==> config.mk <==
export PLATFORM = sky130hd
export DESIGN_NAME = eth_rx_dispatch
export DESIGN_NICKNAME = d
export VERILOG_FILES = /design/src/rtl/eth_pkg.sv /design/src/rtl/eth_rx_delay_line.sv /design/src/rtl/eth_rx_dispatch.sv
export SDC_FILE = /design/constraint.sdc
export NUM_CORES = 1
export LEC_CHECK = 0
export CAP_MARGIN = 20
export CORE_AREA = 2 2 232 120
export DETAILED_ROUTE_END_ITERATION = 12
export DIE_AREA = 0 0 234 122
export PLACE_DENSITY = 0.73
export REMOVE_ABC_BUFFERS = 1
export SLEW_MARGIN = 5
export SYNTH_ARGS = -nofsm -noshare
export SYNTH_HDL_FRONTEND = slang
export SYNTH_SLANG_ARGS = --single-unit
==> constraint.sdc <==
create_clock -name clk -period 3 [get_ports clk]
set_input_delay 0.9 -clock clk [delete_from_list [all_inputs] [get_ports clk]]
set_output_delay 0.9 -clock clk [all_outputs]
set_load 0.02 [all_outputs]
==> src/rtl/eth_pkg.sv <==
// eth_pkg: Ethernet constants and route encoding
// shared by the transmit and receive protocol muxes.
package eth_pkg;

  localparam logic [15:0] ETH_TYPE_ARP  = 16'h0806;
  localparam logic [15:0] ETH_TYPE_IPV4 = 16'h0800;
  localparam logic [7:0]  IP_PROTO_UDP  = 8'h11;
  localparam logic [7:0]  IP_PROTO_ICMP = 8'h01;
  localparam logic [7:0]  ETH_PREAMBLE  = 8'h55;
  localparam logic [7:0]  ETH_SFD       = 8'hD5;

  localparam int RX_DISPATCH_LAT = 33;

  typedef enum logic [1:0] {
    ROUTE_DROP = 2'd0,
    ROUTE_ARP  = 2'd1,
    ROUTE_UDP  = 2'd2,
    ROUTE_ICMP = 2'd3
  } route_t;

endpackage

==> src/rtl/eth_rx_delay_line.sv <==
// eth_rx_delay_line: fixed-depth shift register of
// {dv, sof, data} beats holding frames while they are classified.
module eth_rx_delay_line
  import eth_pkg::*;
#(
  parameter int DEPTH = RX_DISPATCH_LAT
) (
  input  logic       clk,
  input  logic       rst_n,
  input  logic [9:0] din,
  output logic [9:0] dout
);

  logic [DEPTH-1:0][9:0] sr_q;
  logic [DEPTH-1:0][9:0] sr_d;

  // shift one beat per clock, newest beat at stage 0
  always_comb begin
    sr_d = {sr_q[DEPTH-2:0], din};
  end

  // stage registers, cleared so a reset discards in-flight frames
  always_ff @(posedge clk or negedge rst_n) begin
    if (!rst_n) begin
      sr_q <= '0;
    end else begin
      sr_q <= sr_d;
    end
  end

  assign dout = sr_q[DEPTH-1];

endmodule

==> src/rtl/eth_rx_dispatch.sv <==
// eth_rx_dispatch: classifies GMII receive frames and forwards
// each whole frame to the ARP, UDP or ICMP receiver, or drops it.
module eth_rx_dispatch
  import eth_pkg::*;
#(
  parameter logic [47:0] LOCAL_MAC = 48'h00_11_22_33_44_55
) (
  input  logic        clk,
  input  logic        rst_n,
  input  logic        gmii_rx_dv,
  input  logic [7:0]  gmii_rxd,
  output logic        arp_rx_dv,
  output logic [7:0]  arp_rxd,
  output logic        udp_rx_dv,
  output logic [7:0]  udp_rxd,
  output logic        icmp_rx_dv,
  output logic [7:0]  icmp_rxd,
  output logic [15:0] cnt_arp,
  output logic [15:0] cnt_udp,
  output logic [15:0] cnt_icmp,
  output logic [15:0] cnt_drop
);

  typedef enum logic [1:0] {
    S_IDLE,
    S_HDR,
    S_DECIDED
  } state_t;

  state_t      state_q, state_d;
  logic [5:0]  k_q, k_d;
  logic        loc_ok_q, loc_ok_d;
  logic        bc_ok_q, bc_ok_d;
  logic [7:0]  type_hi_q, type_hi_d;
  route_t      pend_q, pend_d;
  logic [15:0] cnt_arp_q, cnt_arp_d;
  logic [15:0] cnt_udp_q, cnt_udp_d;
  logic [15:0] cnt_icmp_q, cnt_icmp_d;
  logic [15:0] cnt_drop_q, cnt_drop_d;

  logic [5:0]  idx;
  logic [47:0] mac_sh;
  logic [7:0]  mac_b;
  logic [15:0] etype;
  logic        scan;
  logic        fail;
  logic        hit;
  route_t      hit_r;
  logic        dec;
  route_t      dec_r;

  // header scan: index tracking, frame checks, decision, counters
  always_comb begin
    state_d    = state_q;
    k_d        = k_q;
    loc_ok_d   = loc_ok_q;
    bc_ok_d    = bc_ok_q;
    type_hi_d  = type_hi_q;
    pend_d     = pend_q;
    cnt_arp_d  = cnt_arp_q;
    cnt_udp_d  = cnt_udp_q;
    cnt_icmp_d = cnt_icmp_q;
    cnt_drop_d = cnt_drop_q;
    idx    = (state_q == S_IDLE) ? 6'd0 : k_q;
    mac_sh = LOCAL_MAC << {idx[2:0], 3'b000};
    mac_b  = mac_sh[47:40];
    etype  = {type_hi_q, gmii_rxd};
    scan   = gmii_rx_dv && (state_q != S_DECIDED);
    fail   = 1'b0;
    hit    = 1'b0;
    hit_r  = ROUTE_DROP;
    dec    = 1'b0;
    dec_r  = ROUTE_DROP;
    if (scan) begin
      unique case (1'b1)
        (idx <= 6'd6): begin
          fail = (gmii_rxd != ETH_PREAMBLE);
        end
        (idx == 6'd7): begin
          fail = (gmii_rxd != ETH_SFD);
        end
        (idx >= 6'd8 && idx <= 6'd13): begin
          loc_ok_d = ((idx == 6'd8) || loc_ok_q)
                     && (gmii_rxd == mac_b);
          bc_ok_d  = ((idx == 6'd8) || bc_ok_q)
                     && (gmii_rxd == 8'hFF);
          fail     = !(loc_ok_d || bc_ok_d);
        end
        (idx == 6'd20): begin
          type_hi_d = gmii_rxd;
        end
        (idx == 6'd21): begin
          if (etype == ETH_TYPE_ARP) begin
            hit   = 1'b1;
            hit_r = ROUTE_ARP;
          end else begin
            fail = (etype != ETH_TYPE_IPV4);
          end
        end
        (idx == 6'd22): begin
          fail = (gmii_rxd[7:4] != 4'd4);
        end
        (idx == 6'd31): begin
          if (gmii_rxd == IP_PROTO_UDP) begin
            hit   = 1'b1;
            hit_r = ROUTE_UDP;
          end else if (gmii_rxd == IP_PROTO_ICMP) begin
            hit   = 1'b1;
            hit_r = ROUTE_ICMP;
          end else begin
            fail = 1'b1;
          end
        end
        default: ;
      endcase
    end
    if (gmii_rx_dv) begin
      k_d = (idx == 6'd63) ? idx : idx + 6'd1;
      if (state_q != S_DECIDED) begin
        state_d = (hit || fail) ? S_DECIDED : S_HDR;
        dec     = hit || fail;
        dec_r   = hit ? hit_r : ROUTE_DROP;
      end
    end else begin
      state_d = S_IDLE;
      k_d     = 6'd0;
      if (state_q == S_HDR) begin
        dec   = 1'b1;
        dec_r = ROUTE_DROP;
      end
    end
    if (dec) begin
      pend_d = dec_r;
      unique case (dec_r)
        ROUTE_ARP:  cnt_arp_d  = cnt_arp_q + 16'd1;
        ROUTE_UDP:  cnt_udp_d  = cnt_udp_q + 16'd1;
        ROUTE_ICMP: cnt_icmp_d = cnt_icmp_q + 16'd1;
        ROUTE_DROP: cnt_drop_d = cnt_drop_q + 16'd1;
      endcase
    end
  end

  // classifier state and counters
  always_ff @(posedge clk or negedge rst_n) begin
    if (!rst_n) begin
      state_q    <= S_IDLE;
      k_q        <= '0;
      loc_ok_q   <= 1'b0;
      bc_ok_q    <= 1'b0;
      type_hi_q  <= '0;
      pend_q     <= ROUTE_DROP;
      cnt_arp_q  <= '0;
      cnt_udp_q  <= '0;
      cnt_icmp_q <= '0;
      cnt_drop_q <= '0;
    end else begin
      state_q    <= state_d;
      k_q        <= k_d;
      loc_ok_q   <= loc_ok_d;
      bc_ok_q    <= bc_ok_d;
      type_hi_q  <= type_hi_d;
      pend_q     <= pend_d;
      cnt_arp_q  <= cnt_arp_d;
      cnt_udp_q  <= cnt_udp_d;
      cnt_icmp_q <= cnt_icmp_d;
      cnt_drop_q <= cnt_drop_d;
    end
  end

  logic       sof;
  logic [9:0] line_in;
  logic [9:0] line_out;

  assign sof     = gmii_rx_dv && (state_q == S_IDLE);
  assign line_in = {gmii_rx_dv, sof,
                    gmii_rx_dv ? gmii_rxd : 8'h00};

  eth_rx_delay_line #(
    .DEPTH (RX_DISPATCH_LAT)
  ) u_line (
    .clk   (clk),
    .rst_n (rst_n),
    .din   (line_in),
    .dout  (line_out)
  );

  route_t     act_q, act_d, sel_r;
  logic       arp_dv_q, arp_dv_d;
  logic [7:0] arp_d_q, arp_d_d;
  logic       udp_dv_q, udp_dv_d;
  logic [7:0] udp_d_q, udp_d_d;
  logic       icmp_dv_q, icmp_dv_d;
  logic [7:0] icmp_d_q, icmp_d_d;

  // route latches on exiting sof, then steers the frame to one port
  always_comb begin
    sel_r     = line_out[8] ? pend_q : act_q;
    act_d     = sel_r;
    arp_dv_d  = line_out[9] && (sel_r == ROUTE_ARP);
    arp_d_d   = (sel_r == ROUTE_ARP) ? line_out[7:0] : 8'h00;
    udp_dv_d  = line_out[9] && (sel_r == ROUTE_UDP);
    udp_d_d   = (sel_r == ROUTE_UDP) ? line_out[7:0] : 8'h00;
    icmp_dv_d = line_out[9] && (sel_r == ROUTE_ICMP);
    icmp_d_d  = (sel_r == ROUTE_ICMP) ? line_out[7:0] : 8'h00;
  end

  // registered output ports and active route
  always_ff @(posedge clk or negedge rst_n) begin
    if (!rst_n) begin
      act_q     <= ROUTE_DROP;
      arp_dv_q  <= 1'b0;
      arp_d_q   <= '0;
      udp_dv_q  <= 1'b0;
      udp_d_q   <= '0;
      icmp_dv_q <= 1'b0;
      icmp_d_q  <= '0;
    end else begin
      act_q     <= act_d;
      arp_dv_q  <= arp_dv_d;
      arp_d_q   <= arp_d_d;
      udp_dv_q  <= udp_dv_d;
      udp_d_q   <= udp_d_d;
      icmp_dv_q <= icmp_dv_d;
      icmp_d_q  <= icmp_d_d;
    end
  end

  assign arp_rx_dv  = arp_dv_q;
  assign arp_rxd    = arp_d_q;
  assign udp_rx_dv  = udp_dv_q;
  assign udp_rxd    = udp_d_q;
  assign icmp_rx_dv = icmp_dv_q;
  assign icmp_rxd   = icmp_d_q;
  assign cnt_arp    = cnt_arp_q;
  assign cnt_udp    = cnt_udp_q;
  assign cnt_icmp   = cnt_icmp_q;
  assign cnt_drop   = cnt_drop_q;

endmodule

# Word-level counts from Yosys, hierarchy flattened
# Index checks and enable logic that the tools add are counted.
# classes
addsub	5
n_lt_le_gt_ge	3
eq_ne	25
n_shift	1
mux	32
reduce_logical	21
# op_table
cell	n
$add A16 B1 Y16 const B	4
$shl A37 B6 Y48 const A	1
$mux W8	4
$eq A6 B5 Y1 const B	4
$mux W2	10
$mux W6	3
$eq A16 B12 Y1 const B	1
$ne A16 B12 Y1 const B	1
$mux W1	12
$reduce_and A2 Y1	6
$eq A2 B2 Y1 const B	4
$eq A8 B1 Y1 const B	1
$eq A8 B5 Y1 const B	1
$eq A8 B8 Y1	1
$eq A8 B8 Y1 const B	1
$logic_and A1 B1 Y1	8
$ne A8 B7 Y1 const B	1
$ne A8 B8 Y1 const B	1
$add A6 B1 Y6 const B	1
$eq A2 B1 Y1 const B	3
$eq A6 B3 Y1 const B	1
$eq A6 B4 Y1 const B	1
$eq A6 B6 Y1 const B	1
$ge A6 B4 Y1 const B	1
11 further kinds	15
# totals
reg_bits	443
in_bits	11
out_inout_bits	91

# Logic depth before layout (Yosys ltp)
# Gate-level depths: netlist of the first run.
# depth
ltp_word	13
ltp_mapped	14

# By module
# From an unflattened synthesis of the first run, not the netlist that was laid out.
# unflattened
cells_unflattened	811
hier_area_um2	13560.5
# by_module_without_submodules
mod	n_inst	cells_each	area_each_um2	seq_area_each_um2
eth_rx_delay_line	1	330	8257.9	8257.9
eth_rx_dispatch	1	481	5302.6	2827.7

# Worst setup path after synthesis of the first run
# Ideal clock, no wire load.
# synth_path
kind	flip-flop to flip-flop
from	register state_q[0]
to	register cnt_drop_q[13] (netlist: cnt_drop[13])
setup_time_ns	0.080
arrival_ns	2.888
slack_ns	0.032
stages_incl_launch_ff	15
path_buffers	3
synth_period_minus_slack_ns	2.968
cell_sequence	dfrtp_1 buf_6 or2_4 buf_6 and2_1 ha_1 mux2_2 nand4_1 a21boi_2 o311ai_1 a31o_2 a211o_2 buf_6 nor3_2 xor2_1
# synth_via
elab_chain_cells	13
word_cells_on_any_way	37
cone_classes	order compare: 3; eq/ne: 8; shift: 1; mux: 13; reduce/logical: 12
# synth_lines
element	line	text
from (decl)	eth_rx_dispatch.sv:30	state_t state_q, state_d;
from (signal assigned)	eth_rx_dispatch.sv:157	state_q <= state_d;
$logic_not A2 Y1	eth_rx_dispatch.sv:64	idx = (state_q == S_IDLE) ? 6'd0 : k_q;
$mux W6	eth_rx_dispatch.sv:64	
$shl A37 B6 Y48 or $eq A6 B4 Y1 (tied branches)	eth_rx_dispatch.sv:65, eth_rx_dispatch.sv:83, eth_rx_dispatch.sv:85	
$eq A8 B8 Y1, or another cell as far along	eth_rx_dispatch.sv:84	&& (gmii_rxd == mac_b);
$logic_and A1 B1 Y1 (on tied branches)	eth_rx_dispatch.sv:84, eth_rx_dispatch.sv:86	
$logic_or A1 B1 Y1	eth_rx_dispatch.sv:87	fail = !(loc_ok_d || bc_ok_d);
$logic_not A1 Y1	eth_rx_dispatch.sv:87	
$pmux W1 S6	eth_rx_dispatch.sv:75	unique case (1'b1)
$mux W1	eth_rx_dispatch.sv:74	if (scan) begin
$logic_or A1 B1 Y1	eth_rx_dispatch.sv:121	dec = hit || fail;
$mux W1	eth_rx_dispatch.sv:119	if (state_q != S_DECIDED) begin
$mux W1	eth_rx_dispatch.sv:117	if (gmii_rx_dv) begin
$reduce_and A2 Y1 (no source line) (*)	--	
to (signal assigned)	eth_rx_dispatch.sv:166	cnt_drop_q <= cnt_drop_d;
to (decl)	eth_rx_dispatch.sv:39	logic [15:0] cnt_drop_q, cnt_drop_d;
# Mark *: on every way between the ends. The rest lies on a longest branch, timed or not.
# A chain may end at the register's enable or synchronous reset.

# Final worst setup path of the first run
# layout_path
from	register state_q[1]
to	register cnt_drop_q[9] (netlist: cnt_drop[9])
# Same word-level chain as after synthesis.

==> impl_metrics.csv, run 1 <==
group,metric,value,unit
status,status,"finished, final reports clean",
cells_and_area,final_core_util,0.617,
logic_synthesis,ys.flop_type,"dfrtp_1",
global_routing,grt_max_degree,81,
clocking,cts_root_buf,"clkbuf_16",
timing,fin_crit_sh,0.982,
floorplan,dieHeight,122,um
logic_synthesis,synth_enable_flop_cells,0,
cells_and_area,n_antenna_cell,0,
power,leakagePower,8.16,nW
logic_synthesis,yosys_warnings,0,
cells_and_area,layout.nets,987,
route,post_drt_wl_per_cell,17.1,um
timing,finalHoldViolCount,0,
worst_setup_path,cp_num_buf_inv,1,
clocking,clkTransAtPathRegs,70,ps
logic_synthesis,ys_ff_latch,443,
worst_setup_path,crit_path_start_kind,"flop",
global_routing,grt_use_total,0.169,
timing,period_minus_slack,2950,ps
global_routing,grt_pass1_wl,37500,um
worst_setup_path,arrival,3400,ps
clocking,h-tree-depth,2,
place,gp_congestion,0.861,
clocking,clk_path_buf_depth,3,
clocking,clock_sinks,443,
worst_setup_path,cp_max_fo,8,
clocking,cts_tree,"yes",
place,dp_slack,-399,ps
power,power_density,717,nW/um^2
power,totalPowerFinal,0.0119,W
global_routing,grt_pass1_vias,6956,
logic_synthesis,synthCells,781,
timing,rsz0062_at_grt,"true",
timing,fin_ws,54.2,ps
cells_and_area,nFillCells,1879,
timing,max_freq,339,MHz
global_routing,antenna_found_initial,0,
route,antenna_left,0,
place,place_hpwl,13800,um
timing,setup_viol,0,
cells_and_area,final_area,16600,um^2
floorplan,io_pins,102,
logic_synthesis,avgSynthCellArea,17.1,um^2
route,detail_route.wirelength,23100,um
timing,fin_worst_skew,16.2,ps
worst_setup_path,end_kind,"flop",
route,route.detailed.drc,0,
worst_setup_path,critical_path.slowest_cell,"a211o_4",
logic_synthesis,synth_area_leader_cell,"dfrtp_1",
logic_synthesis,synth-async-reset-ratio,1.00,
power,ir_worst_vdd,445,uV
run,drv_cap,0,
place,port_buffers,101,
floorplan,die_w,234,um
floorplan,rows,43,
floorplan,initial_core_util,0.498,
timing,hold_ws,337,ps
worst_setup_path,max_stage_delay,400,ps
route,drtIter0Drc,416,
worst_hold_path,min_path_type,"flop to flop",
logic_synthesis,yosysTopAreaCellShare,0.830,
logic_synthesis,synthDistinctLibCells,54,
route,num_vias,6686,
clocking,cts_hold_buffers,0,
logic_synthesis,netlist_area,13400,um^2
clocking,cts_buffers,36,
logic_synthesis,ys_seq_area_frac,0.830,
clocking,clkLatencyLatePin,520,ps
worst_setup_path,worstSetupPathType,"flop to flop",
timing,slew_violations,0,
timing,slew_headroom,0.525,
route,first_pass_iters,5,
global_routing,overflow,0,
worst_setup_path,cp_top_family,"compound AO/OA/AOI/OAI gates",
cells_and_area,area_growth,24.1,%
timing,worst_slew_pin_slew,692,ps
cells_and_area,layout-drive-gt1-share,0.158,
place,placed_area,15300,um^2
worst_setup_path,worstPathRequired,3450,ps
floorplan,dieArea,28500,um^2
worst_setup_path,crit_chain,"or2_4 -> and2_4 -> ha_4 -> mux2_4 -> nand4_1 -> a21boi_2 -> o311ai_1 -> a31o_2 -> a211o_4 -> buf_6 -> nor3_4 -> xor2_1",
logic_synthesis,yosys-top-cells-area,"dfrtp_1, xnor2_1, xor2_1, and3_1, nand2_1",
floorplan,core-area,26800,um^2
route,viasPerCell,4.93,
## final cells by class
class                   count  area (um^2)  share of cell area
well taps                 360          450              0.0272
clock buffers              49         1060              0.0641
repair buffers            161         1540              0.0927
multi-input cells         315         2240               0.135
inverters                  12         45.0             0.00272
flip-flops and latches    443        11100               0.669
clock inverters            15          158             0.00951
## sequential cells by signal, indices dropped and copies added (netlist names), 2 cells and up
name,cells
cnt_udp,16
arp_rxd,8
type_hi_q,8
pend_q,2
k_q,6
cnt_arp,16
state_q,2
udp_rxd,8
cnt_icmp,16
act_q,2
icmp_rxd,8
cnt_drop,16
u_line.sr_d,320
u_line.dout,10
## worst register-to-register path: stages, from the launching register on
cell and delay (ps):
dfrtp_1 380, or2_4 250, and2_4 180, ha_4 170, mux2_4 270, nand4_1 90
a21boi_2 210, o311ai_1 110, a31o_2 340, a211o_4 400, buf_6 140, nor3_4 170
xor2_1 150
## layer usage
layer	wire, um	track usage	vias to the layer above
met5	0	0	-
met4	303	0.0388	0
met3	1480	0.0468	32
met2	10800	0.249	187
met1	10500	0.255	3503
li1	-	-	2964
## cell usage in the layout, fill, tap and decap left out, types with 2 or more instances in the layout
cell type,Yosys,layout
a211o_4,0,2
nand3_1,19,19
a2bb2oi_1,2,2
and4_1,4,4
ha_1,7,5
clkbuf_16,0,38
buf_6,3,2
o21ai_0,5,5
clkdlybuf4s50_1,0,100
mux2i_1,2,2
o41ai_1,3,2
mux2_2,13,12
bufinv_16,0,2
clkinvlp_4,0,3
clkinv_2,0,6
nor2_1,31,30
dfrtp_1,443,443
o211ai_1,2,2
o21a_1,4,4
clkbuf_8,0,7
nor3b_1,4,4
a21oi_1,8,7
and2b_1,2,2
nor3_1,7,7
inv_1,12,12
nor3_4,1,3
nand4_1,13,13
nand2_1,40,40
and3_1,41,41
buf_4,1,53
xnor2_1,32,32
xor2_1,30,30
and2_1,11,10
nor3_2,5,3
clkbuf_1,4,4
buf_12,0,5
nor4_1,2,2
nand2b_1,3,3
## Yosys cell counts (all sizes together), types with 4 or more instances
| master | instances |
|---|---|
| dfrtp | 443 |
| and3 | 41 |
| nand2 | 40 |
| xnor2 | 32 |
| nor2 | 31 |
| xor2 | 30 |
| nand3 | 20 |
| mux2 | 13 |
| nand4 | 13 |
| nor3 | 13 |
| and2 | 12 |
| inv | 12 |
| a21oi | 8 |
| buf | 8 |
| ha | 7 |
| o21ai | 6 |
| nor3b | 5 |
| and4 | 4 |
| clkbuf | 4 |
| o21a | 4 |
## cell families after synthesis
kind of cell / Yosys count / synth area share
AOI/OAI and AO/OA: 36 / 0.0194
buffers and inverters: 24 / 0.00908
and+or+nand+nor: 194 / 0.0821
adders and majority gates: 7 / 0.00656
muxes: 15 / 0.0125
DFF: 443 / 0.830
xor gates and xnor gates: 62 / 0.0406
## where the power goes
part | total (W) | internal [W] | switching [W]
clock | 0.00479 | 0.00269 | 0.00210
sequential | 0.00643 | 0.00629 | 0.000144
combinational | 0.000658 | 0.000259 | 0.000399
## through the flow
| step | setup TNS, ps | std cells |
|---|---|---|
| finish | 0 | 1355 |
| global route | -68.7 | 1355 |
| CTS | 0 | 1354 |
| detailed placement | -12000 | 1289 |
| global placement | -9160 | 1289 |
| floorplan | 0 | 769 |
## final timing paths
| path | slack, ps | from | end | cells past startpoint |
|---|---|---|---|---|
| min in group asynchronous | 350 | rst_n | udp_rx_dv | 1 |
| max in group asynchronous | 1830 | rst_n | u_line.sr_d[248] | 2 |
| setup / recovery | 50 | state_q[1] | cnt_drop[9] | 12 |
| hold reg to reg | 340 | u_line.sr_d[202] | u_line.sr_d[212] | 0 |
| setup reg to reg | 50 | state_q[1] | cnt_drop[9] | 12 |
| hold / removal | 340 | u_line.sr_d[202] | u_line.sr_d[212] | 0 |
## repair_timing
item | 4_1_cts | 5_1_grt
setup endpoints to repair | 9 | 18
pin swaps | 1 | 5
resized for setup | 3 | 14
cloned | 1 | 0
setup buffers | 0 | 1
(Power assumes the default switching activity.)
==> inputs of run 2 (changes only) <==
CAP_MARGIN = not set   (was 20)
==> results of run 2 <==
Final layout, timing and power as in run 1 (identical DEF).
